[src/rtl/bow_ctrl_pkg.sv]
// Shared types and constants for the bow sprite controller.
package bow_ctrl_pkg;

  typedef enum logic [1:0] {
    ST_IDLE     = 2'd0,
    ST_DRAW     = 2'd1,
    ST_FULL     = 2'd2,
    ST_COOLDOWN = 2'd3
  } bow_state_e;

  localparam int NUM_BOW_FRAMES          = 5;
  localparam int DEFAULT_HOLD_FRAMES     = 6;
  localparam int DEFAULT_COOLDOWN_FRAMES = 15;

  // Last bow frame: fully drawn.
  localparam logic [2:0] FULL_SEL = 3'(NUM_BOW_FRAMES - 1);

endpackage

[src/rtl/btn_sync.sv]
// Two-flop synchronizer for an asynchronous level input.
module btn_sync (
  input  logic vga_clk,
  input  logic Reset,
  input  logic btn_raw,
  output logic btn_s
);

  logic btn_meta;

  // Shift the raw level through two flops; both clear on reset.
  always_ff @(posedge vga_clk) begin
    if (Reset) begin
      btn_meta <= 1'b0;
      btn_s    <= 1'b0;
    end else begin
      btn_meta <= btn_raw;
      btn_s    <= btn_meta;
    end
  end

endmodule

[src/rtl/bow_sprite_ctrl.sv]
// Bow draw/release controller and sprite compositor.
//
// state       | meaning
// ------------+------------------------------------------------------
// ST_IDLE     | bow at rest (frame 0), waiting for a held button on a tick
// ST_DRAW     | drawing: bow_sel advances every HOLD_FRAMES ticks
// ST_FULL     | fully drawn (frame 4), waiting for release
// ST_COOLDOWN | shot taken, button ignored for COOLDOWN_FRAMES ticks
module bow_sprite_ctrl
  import bow_ctrl_pkg::*;
#(
  parameter int HOLD_FRAMES     = DEFAULT_HOLD_FRAMES,
  parameter int COOLDOWN_FRAMES = DEFAULT_COOLDOWN_FRAMES
) (
  input  logic                                vga_clk,
  input  logic                                Reset,
  input  logic                                fire_btn,
  input  logic                                frame_tick,
  input  logic [NUM_BOW_FRAMES-1:0][11:0]     spr_rgb,
  input  logic [NUM_BOW_FRAMES-1:0]           spr_a,
  output logic [3:0]                          red,
  output logic [3:0]                          green,
  output logic [3:0]                          blue,
  output logic                                a,
  output logic [2:0]                          bow_sel,
  output logic                                arrow_fire,
  output logic [2:0]                          arrow_power
);

  localparam int STG_W = (HOLD_FRAMES > 1) ? $clog2(HOLD_FRAMES) : 1;
  localparam int CD_W  = (COOLDOWN_FRAMES > 1) ? $clog2(COOLDOWN_FRAMES) : 1;
  localparam logic [STG_W-1:0] STG_LAST = STG_W'(HOLD_FRAMES - 1);
  localparam logic [CD_W-1:0]  CD_LAST  = CD_W'(COOLDOWN_FRAMES - 1);

  logic             btn_s;
  bow_state_e       state, state_nxt;
  logic [2:0]       sel_nxt;
  logic [STG_W-1:0] stg_cnt, stg_nxt;
  logic [CD_W-1:0]  cd_cnt, cd_nxt;
  logic [2:0]       power_q, power_nxt;
  logic             fire;

  btn_sync u_btn_sync (
    .vga_clk (vga_clk),
    .Reset   (Reset),
    .btn_raw (fire_btn),
    .btn_s   (btn_s)
  );

  // State, frame select, counters and latched shot power.
  always_ff @(posedge vga_clk) begin
    if (Reset) begin
      state   <= ST_IDLE;
      bow_sel <= 3'd0;
      stg_cnt <= '0;
      cd_cnt  <= '0;
      power_q <= 3'd0;
    end else begin
      state   <= state_nxt;
      bow_sel <= sel_nxt;
      stg_cnt <= stg_nxt;
      cd_cnt  <= cd_nxt;
      power_q <= power_nxt;
    end
  end

  // Next-state logic; everything moves only on frame_tick so the frame never changes mid-scan.
  always_comb begin
    state_nxt = state;
    sel_nxt   = bow_sel;
    stg_nxt   = stg_cnt;
    cd_nxt    = cd_cnt;
    power_nxt = power_q;
    fire      = 1'b0;
    if (frame_tick) begin
      case (state)
        ST_IDLE: begin
          if (btn_s) begin
            state_nxt = ST_DRAW;
            sel_nxt   = 3'd1;
            stg_nxt   = '0;
          end
        end
        ST_DRAW: begin
          if (!btn_s) begin
            fire = 1'b1;
          end else if (stg_cnt >= STG_LAST) begin
            stg_nxt = '0;
            sel_nxt = bow_sel + 3'd1;
            if (sel_nxt >= FULL_SEL) begin
              sel_nxt   = FULL_SEL;
              state_nxt = ST_FULL;
            end
          end else begin
            stg_nxt = stg_cnt + STG_W'(1);
          end
        end
        ST_FULL: begin
          if (!btn_s) fire = 1'b1;
        end
        ST_COOLDOWN: begin
          if (cd_cnt >= CD_LAST) begin
            cd_nxt    = '0;
            state_nxt = ST_IDLE;
          end else begin
            cd_nxt = cd_cnt + CD_W'(1);
          end
        end
        default: state_nxt = ST_IDLE;
      endcase
    end
    if (fire) begin
      power_nxt = bow_sel;
      sel_nxt   = 3'd0;
      stg_nxt   = '0;
      cd_nxt    = '0;
      state_nxt = ST_COOLDOWN;
    end
  end

  // The shot pulse coincides with the releasing tick; reset suppresses it.
  assign arrow_fire  = fire && !Reset;
  assign arrow_power = arrow_fire ? bow_sel : power_q;

  // Registered sprite lookup; transparent pixels are forced black.
  always_ff @(posedge vga_clk) begin
    if (Reset) begin
      {red, green, blue} <= 12'h000;
      a                  <= 1'b0;
    end else begin
      {red, green, blue} <= spr_a[bow_sel] ? spr_rgb[bow_sel] : 12'h000;
      a                  <= spr_a[bow_sel];
    end
  end

endmodule

[config.mk]
export PLATFORM = sky130hd
export DESIGN_NAME = bow_sprite_ctrl
export DESIGN_NICKNAME = d
export VERILOG_FILES = /design/src/rtl/bow_ctrl_pkg.sv /design/src/rtl/btn_sync.sv /design/src/rtl/bow_sprite_ctrl.sv
export SDC_FILE = /design/constraint.sdc
export NUM_CORES = 1
export LEC_CHECK = 0
export CAP_MARGIN = 20
export CORE_AREA = 2 2 66 68
export CTS_CLUSTER_DIAMETER = 120
export CTS_CLUSTER_SIZE = 8
export DETAILED_ROUTE_END_ITERATION = 8
export DIE_AREA = 0 0 68 70
export GPL_TIMING_DRIVEN = 0
export HOLD_SLACK_MARGIN = 0.1
export PLACE_DENSITY = 0.85
export SETUP_SLACK_MARGIN = 0.5
export SYNTH_ARGS = -nofsm -noshare
export SYNTH_HDL_FRONTEND = slang
export SYNTH_SLANG_ARGS = --single-unit
[constraint.sdc]
create_clock -name vga_clk -period 4.05 [get_ports vga_clk]
set_input_delay 0.405 -clock vga_clk [delete_from_list [all_inputs] [get_ports vga_clk]]
set_output_delay 0.405 -clock vga_clk [all_outputs]
set_load 0.1 [all_outputs]
**Word level (Yosys, flattened, before mapping)**

Index checks and enable logic that the tools add are counted.

- Flip-flop bits (word level): 30
- Word-level logic and storage cells: 69
- Output and inout port bits: 20

- Eq/ne operators: 11
- Muxes and demuxes: 26
- Magnitude comparators: 4
- $add $sub $neg: 3
- Reduce and logical (&&, ||, !) cells: 13
- Bitwise logic cells: 1

Operators by type and width:

| operator | number |
|---|---|
| 12-bit binary-select mux with 3-bit select | 1 |
| 3-bit 2-to-1 mux | 8 |
| 2-bit 2-to-1 mux | 7 |
| 12-bit 2-to-1 mux | 1 |
| 3-bit one-hot mux with 2 select lines | 2 |
| 3-bit != test, second input constant | 3 |
| 7-bit AND reduction | 1 |
| 3-bit by 1-bit adder with 3-bit output, second input constant | 2 |
| 3-bit >= comparator, second input constant | 2 |
| 3-bit by 2-bit != test with 1-bit output, second input constant | 2 |
| 2-bit one-hot mux with 3 select lines | 1 |
| 2-bit OR reduction | 3 |
| 5-bit AND reduction | 1 |
| 4-bit by 1-bit adder with 4-bit output, second input constant | 1 |
| 2-bit == test, second input constant | 2 |
| 4-bit >= comparator, second input constant | 1 |
| 3-bit by 4-bit < comparator with 1-bit output, second input constant | 1 |
| 1-bit 2-to-1 mux | 4 |
| 4-bit 2-to-1 mux | 1 |
| 2-bit by 1-bit != test with 1-bit output, second input constant | 2 |
| 4-bit AND reduction | 1 |
| 2-bit nonzero test | 2 |
| 4-bit nonzero test | 1 |
| 1-bit binary-select mux with 3-bit select | 1 |
| other kinds (7) | 7 |

**Logic depth before layout (Yosys ltp)**

Gate-level depths: netlist of run 1.

- Depth in word-level cells: 8
- Mapped depth: 7

**Hierarchy**

From an unflattened synthesis of run 1, not the netlist that was laid out.

- Cell total of the unflattened synthesis: 160
- Area total of the unflattened synthesis: 1664.1 µm²

Modules (own cells, without submodules):

| module | sequential area each (µm²) | cells an instance | times used | area each (µm²) |
|---|---|---|---|---|
| bow_sprite_ctrl | 560.5 | 156 | 1 | 1611.5 |
| btn_sync | 40.0 | 4 | 1 | 52.6 |

**Worst setup path before layout of run 1**

Ideal clock, no wire load.

- Path type: register to output
- Start: register state[0]
- End: output arrow_power[0]
- Data required time: 3.645 ns
- Stages on the path, launching flop included: 7
- Slack: 0.547 ns
- Data arrival time: 3.098 ns
- Buffers on the path: 1
- Cells stage by stage: dfxtp_1 > inv_1 > ha_1 > nand3b_1 > buf_2 > nor2_1 > mux2_2

- Longest elaborated chain between the ends: 6

Ends and longest elaborated chain:

| item | RTL line | text |
|---|---|---|
| start: declaration | bow_sprite_ctrl.sv:36 | `bow_state_e state, state_nxt;` |
| start signal: assignment | bow_sprite_ctrl.sv:59 | `state <= state_nxt;` |
| 2-bit == test or 2-bit by 1-bit == test with 1-bit output (tied branches) | bow_sprite_ctrl.sv:76 | `case (state)` |
| 2-bit OR reduction (no line) * | -- |  |
| 1-bit 2-to-1 mux * | -- |  |
| 1-bit 2-to-1 mux * | bow_sprite_ctrl.sv:75 | `if (frame_tick) begin` |
| 1-bit logical AND * | bow_sprite_ctrl.sv:122 | `assign arrow_fire = fire && !Reset;` |
| named net arrow_fire | bow_sprite_ctrl.sv:26 | `output logic arrow_fire,` |
| 3-bit 2-to-1 mux * | bow_sprite_ctrl.sv:123 | `assign arrow_power = arrow_fire ? bow_sel : power_q;` |
| end: declaration | bow_sprite_ctrl.sv:27 | `output logic [2:0] arrow_power` |

The timed path passes the listed nets; every way through them passes the cells marked *.

**Worst setup path after layout of run 1**

- Start: input frame_tick
- End: output arrow_fire

- Longest elaborated chain between the ends: 2

Ends and longest elaborated chain:

| item | RTL line | text |
|---|---|---|
| start: declaration | bow_sprite_ctrl.sv:18 | `input logic frame_tick,` |
| 1-bit 2-to-1 mux | bow_sprite_ctrl.sv:75 |  |
| 1-bit logical AND | bow_sprite_ctrl.sv:122 |  |
| end: declaration | bow_sprite_ctrl.sv:26 |  |

Every way passes these cells.

==> results.txt, run 1 <==
outcome - finished, final reports clean
vias in the first global route - 1,556
Initial DRT Pass Iterations - 4
ranking of synthesized cells by area - dfxtp_1 (35%), mux4_2 (13%), nor2_1 (6.0%)
Max-Cap Viols - 0
DRT iter0 DRCs - 83
TritonCTS Buffers - 5
critical path required time - 3.64 ns
cell taking the most area after synthesis - dfxtp_1
largest net degree at the start of global routing - 11
final wirelength - 4970 µm
Synth Warn # - 0
period utilization - 83.6%
die area - 0.00476 mm²
post-layout total power - 0.000741 W
hold_buf cts - 0
CTS HTree Levels - 2
FF+latch area - 601 µm²
crit start category - primary input
CP max FO - 10
fmax - 295 MHz
post-CTS setup buffers - 0
mapped cell area - 0.00170 mm²
placeable core area - 0.00414 mm²
footprint of the multi-input gates - 0.00101 mm²
Die Y - 70 µm
first-pass GRT wire length - 7470 µm
Yosys top cell area share - 35.3%
PortBufs - 88
Hold Fails Final Rpt - 0
RSZ-0062 raised after global routing - no
CTS tree - built
Crit path arrival time - 2.98 ns
Vias/cell - 5.20
Max clock buf depth - 2
starting density of the core - 41.1%
initial antenna violation count - 0
fin. max-slew vios - 0
wire length per cell - 15.8 µm
Reg clk slew, reported paths - 0.06 ns
Main synth FF type - dfxtp_1
dpl hpwl - 3960 µm
Final Worst Setup Slack - 0.665 ns
Yosys cell types - 38
Total GRT Usage - 21.2%
share of layout cells above drive strength 1 - 12.2%
setup TNS - 0 ns
CTS Root Cell - clkbuf_8
Tightest Hold Check Type - flip-flop to flip-flop
CP endpoint kind - output port
sequential element share of the synthesized area - 35.3%
cell count after synthesis - 167
Max Clock Skew - 0.00170 ns
ant diodes - 0
post-layout min period - 3.39 ns
EDFF count, synth - 0
Layout area overhead - 60.6%
Syn Area/Cell - 10.2 µm²
P_leak - 1.13 nW
dpl ws - 0.558 ns
final setup fails - 0
net count reported at finish - 339
Vias - 1,634
num rows - 24
clk sink count - 30
GPL Wtd Cong - 0.823
post-synthesis async set-or-reset flop share - 0%
critical path class - primary input to output port
pwr/cell area - 271 mW/mm²
maximum VDD drop - 0.197 mV
Final ANT Viol Nets - 0
Filler cells - 323
Die Width - 68 µm
global route overflow - 0
Worst Max-Slew Pin Slew - 1.04 ns
Yosys reg bits - 30
Max-slew headroom - 30.3%
drc violations - 0
worst-skew pair later-pin latency - 0.28 ns
IO Count - 89
Mapped Nets - 244
==> logic make-up after synthesis <==
group | share of synthesized area, %
AND/OR/NAND/NOR | 15.0
XOR/XNOR | 2.57
adder cells (fa/ha/maj) | 5.88
buffers and inverters | 5.51
AO/OA/AOI/OAI | 14.8
flip-flops | 35.3
multiplexers | 21.0
==> worst max-delay path, stage by stage <==
cell,delay [ns]
clkdlybuf4s50_1,0.47
buf_2,0.21
nand3b_1,0.13
buf_2,0.21
nor2_1,0.30
clkdlybuf4s50_1,1.25
==> repair_timing <==
item,4_1_cts,5_1_grt
endpoints found under the hold margin,0,0
setup endpoints to repair,0,3
gates resized for setup,0,3
==> power by group <==
group,internal (W),switching [W],leakage (nW),total (W)
Clock,0.000115,0.000108,0.0438,0.000223
Sequential,0.000305,0.00000486,0.245,0.000310
Combinational,0.000106,0.000102,0.840,0.000209
Total,0.000527,0.000215,1.13,0.000741
==> cell usage after synthesis, drive strengths merged, types with 2 or more instances <==
cell type   n
ha          8
dfxtp      30
nand2       4
buf         9
a21oi       3
mux4       13
xnor2       3
nor2b       5
inv         7
a22oi      13
xor2        2
mux2        3
nand3       4
o21ai       7
nor2       27
a311oi      2
clkbuf      3
nand2b      5
o211a       2
mux2i       2
==> state kept, by name, summed over array words and instances, names as in the netlist <==
| register | cells |
|---|---|
| state | 2 |
| u_btn_sync.btn_s | 1 |
| u_btn_sync.btn_meta | 1 |
| a | 1 |
| bow_sel | 3 |
| red | 4 |
| stg_cnt | 3 |
| cd_cnt | 4 |
| green | 4 |
| power_q | 3 |
| blue | 4 |
==> routing by layer <==
| metal | global-route usage (%) | wire, µm | part of all wire, % |
|---|---|---|---|
| met3 | 9.02 | 577 | 12 |
| met1 | 23.4 | 1970 | 40 |
| met2 | 36.4 | 2400 | 48 |
| met4 | 5.56 | 25 | 0.50 |
| met5 | 0 | 0 | 0 |
==> final cells by class <==
type	count	area share, %
buffer	12	2.47
clock buffer	5	2.52
clock inverter	2	0.366
inverter	7	0.961
multi-input combinational	118	36.9
sequential	30	22.0
tap	52	2.38
timing repair buffer	88	32.5
==> placed cells by master (no fill, tap or decap), types with 2 or more instances in the layout <==
master	instances
mux4_1	3
ha_1	8
xnor2_1	3
clkbuf_8	5
dlymetal6s2s_1	3
inv_1	7
buf_2	6
clkinv_2	2
a21oi_1	3
a311oi_1	2
nand2_1	4
nand2b_1	5
nor2b_1	5
mux2i_1	2
nand3_1	4
dfxtp_1	30
xor2_1	2
clkbuf_1	3
o21ai_0	7
buf_6	2
mux4_2	10
nor2_1	27
a22oi_1	13
o211a_1	2
clkdlybuf4s50_1	85
mux2_2	3
==> final timing paths <==
path / from / to / slack [ns] / depth (start not counted)
max: frame_tick / arrow_fire / 0.66 / 6
min: u_btn_sync.btn_meta / u_btn_sync.btn_s / 0.45 / 1
max reg2reg: bow_sel[1] / blue[1] / 2.25 / 5
min reg2reg: u_btn_sync.btn_meta / u_btn_sync.btn_s / 0.45 / 1
==> per-stage QoR <==
stage,std cells,util (%),area (µm²),hold slack (ns)
2_1_floorplan,167,-,1700,0.414
3_3_place_gp,307,63.9,2650,0.419
3_5_place_dp,307,63.9,2650,0.439
4_1_cts,314,65.8,2730,0.455
5_1_grt,314,66.0,2740,0.454
6_report,314,66.0,2740,0.448
Power figures use the tool's default switching activity.
==> run 2, diff against run 1 <==
- CORE_AREA: 2 2 66 68 -> 2 2 72 74
- DIE_AREA: 0 0 68 70 -> 0 0 74 76
- PLACE_DENSITY: 0.85 -> 0.76
- clock period: 4.05 -> 3.1 ns (I/O delays scaled with it)
==> results.txt, run 2 (synthesis results as in run 1) <==
most frequent CP cell - buf_2
Crit path arrival time - 2.13 ns (was 2.98 ns)
internal power - 0.000717 W (was 0.000527 W)
IO Count - 89 (unchanged)
global route overflow - 0 (unchanged)
DP Cell Count - 325 (was 307)
largest net degree at the start of global routing - 11 (unchanged)
post-layout min period - 2.44 ns
Flop pwr share - 40.2% (was 41.8%)
worst-path cell chain - inv_1 > ha_1 > nand3b_1 > buf_2 > nor2_4 > mux2_2 > buf_2 (was clkdlybuf4s50_1 > buf_2 > nand3b_1 > buf_2 > nor2_1 > clkdlybuf4s50_1)
GPL Wtd Cong - 0.893 (was 0.823)
TritonCTS Buffers - 5 (unchanged)
Max clock buf depth - 2 (unchanged)
setup TNS - 0 ns (unchanged)
drc violations - 0 (unchanged)
ant diodes - 0 (unchanged)
period utilization - 78.9%
CTS Root Cell - clkbuf_8 (unchanged)
first-pass GRT wire length - 7670 µm (was 7470 µm)
placeable core area - 0.00491 mm² (was 0.00414 mm²)
Max Clock Skew - 0.00628 ns (was 0.00170 ns)
switching power - 0.000290 W (was 0.000215 W)
most common cell after layout, fill and taps aside - clkdlybuf4s50_1 (unchanged)
Reg clk slew, reported paths - 0.07 ns (was 0.06 ns)
Vias/cell - 4.91 (was 5.20)
CTS tree - built (unchanged)
Die Width - 74 µm (was 68 µm)
post-CTS setup buffers - 0 (unchanged)
maximum VDD drop - 0.173 mV (was 0.197 mV)
Final Worst Setup Slack - 0.655 ns (was 0.665 ns)
clk sink count - 30 (unchanged)
Final ANT Viol Nets - 0 (unchanged)
Total GRT Usage - 17.9% (was 21.2%)
Max stage delay cell, worst path - dfxtp_1 (was clkdlybuf4s50_1)
PortBufs - 88 (unchanged)
fmax - 409 MHz
Initial DRT Pass Iterations - 4 (unchanged)
wl on met1 - 2050 µm (was 1970 µm)
die area - 0.00562 mm² (was 0.00476 mm²)
Vias - 1,636 (was 1,634)
Tightest Hold Check Type - flip-flop to flip-flop (unchanged)
uppermost layer routed - met4 (unchanged)
smallest hold slack - 0.447 ns (was 0.448 ns)
vias in the first global route - 1,612 (was 1,556)
Non-Filler Instances - 333 (was 314)
final wirelength - 5070 µm (was 4970 µm)
post-layout total power - 0.00101 W (was 0.000741 W)
final setup fails - 0 (unchanged)
pwr/cell area - 365 mW/mm² (was 271 mW/mm²)
DRT iter0 DRCs - 51 (was 83)
Max-Cap Viols - 0 (unchanged)
most frequent cells in the layout - clkdlybuf4s50_1 (84), dfxtp_1 (30), nor2_1 (26) (was clkdlybuf4s50_1 (85), dfxtp_1 (30), nor2_1 (27))
RSZ-0062 raised after global routing - no (unchanged)
outcome - finished, final reports clean (unchanged)
critical path class - flip-flop to output port (was primary input to output port)
net count reported at finish - 339 (unchanged)
Worst Max-Slew Pin Slew - 1.03 ns (was 1.04 ns)
worst-skew pair later-pin latency - 0.28 ns (about the same)
crit start category - flip-flop (was primary input)
Max-slew headroom - 31.2% (was 30.3%)
dpl ws - -0.0313 ns (was 0.558 ns)
Switching Fraction - 28.8% (was 29.0%)
initial antenna violation count - 0 (unchanged)
Met2 Wirelength - 2370 µm (was 2400 µm)
Comb power frac - 27.3% (was 28.1%)
CP endpoint kind - output port (unchanged)
starting density of the core - 34.7% (was 41.1%)
P_leak - 1.08 nW (was 1.13 nW)
Layout area overhead - 61.9% (was 60.6%)
dpl hpwl - 3950 µm (was 3960 µm)
fin. max-slew vios - 0 (unchanged)
num rows - 26 (was 24)
Hold Fails Final Rpt - 0 (unchanged)
clock power share - 32.5% (was 30.0%)
met3 WL post-DR - 588 µm (was 577 µm)
critical path required time - 2.79 ns (was 3.64 ns)
CP max FO - 10 (unchanged)
wire length per cell - 15.2 µm (was 15.8 µm)
CTS HTree Levels - 2 (unchanged)
Die Y - 76 µm (was 70 µm)
share of layout cells above drive strength 1 - 14.1% (was 12.2%)
crit-path max cell delay - 0.39 ns (was 1.25 ns)
reg2reg setup slack - 1.28 ns (was 2.25 ns)
## run 2: worst paths after layout
kind                       startpoint          endpoint  depth (start not counted)
hold / removal    u_btn_sync.btn_meta  u_btn_sync.btn_s                          1
setup / recovery             state[0]    arrow_power[0]                          7
hold reg to reg   u_btn_sync.btn_meta  u_btn_sync.btn_s                          1
setup reg to reg           bow_sel[1]          green[3]                          5
## run 2: through the flow
stage / utilization [%] / area [µm²]
finish: 56.1 / 2760
global route: 56.1 / 2760
CTS: 56.2 / 2760
detailed placement: 54.5 / 2680
global placement: 54.5 / 2680
floorplan: - / 1710
## run 2: final cells by class
| type | count | area (µm²) |
|---|---|---|
| Fill cell | 451 | 2160 |
| Multi-Input combinational cell | 118 | 1020 |
| Timing Repair Buffer | 88 | 867 |
| Sequential cell | 30 | 601 |
| Tap cell | 70 | 87.6 |
| Clock buffer | 7 | 86.3 |
| Buffer | 12 | 67.6 |
| Inverter | 7 | 26.3 |
| Clock inverter | 1 | 5.00 |
## run 2: routing by layer
| metal | global-route usage, % | up-vias |
|---|---|---|
| li1 | - | 798 |
| met1 | 20.7 | 749 |
| met2 | 28.9 | 81 |
| met3 | 7.80 | 8 |
| met4 | 6.55 | 0 |
| met5 | 0 | - |
## run 2: power by group through the flow
stage / sequential, W / combinational (W) / clock, W
2_1_floorplan: 0.000481 / 0.0000855 / 0
3_3_place_gp: 0.000413 / 0.000271 / 0
3_5_place_dp: 0.000414 / 0.000275 / 0
4_1_cts: 0.000405 / 0.000276 / 0.000337
5_1_grt: 0.000406 / 0.000291 / 0.000355
6_report: 0.000405 / 0.000275 / 0.000327
## run 2: critical path, delay by kind of cell (launching register included)
family / cells / cell delay (ns)
adder cells (fa/ha/maj): 1 / 0.30
buffers and inverters: 3 / 0.56
flip-flops: 1 / 0.39
multiplexers: 1 / 0.34
AND/OR/NAND/NOR: 2 / 0.25
## run 2: what timing repair did
item                                    in CTS  in global routing
endpoints found under the setup margin       4                  1
gates resized for setup                     16                  2
hold buffers                                 0                  0
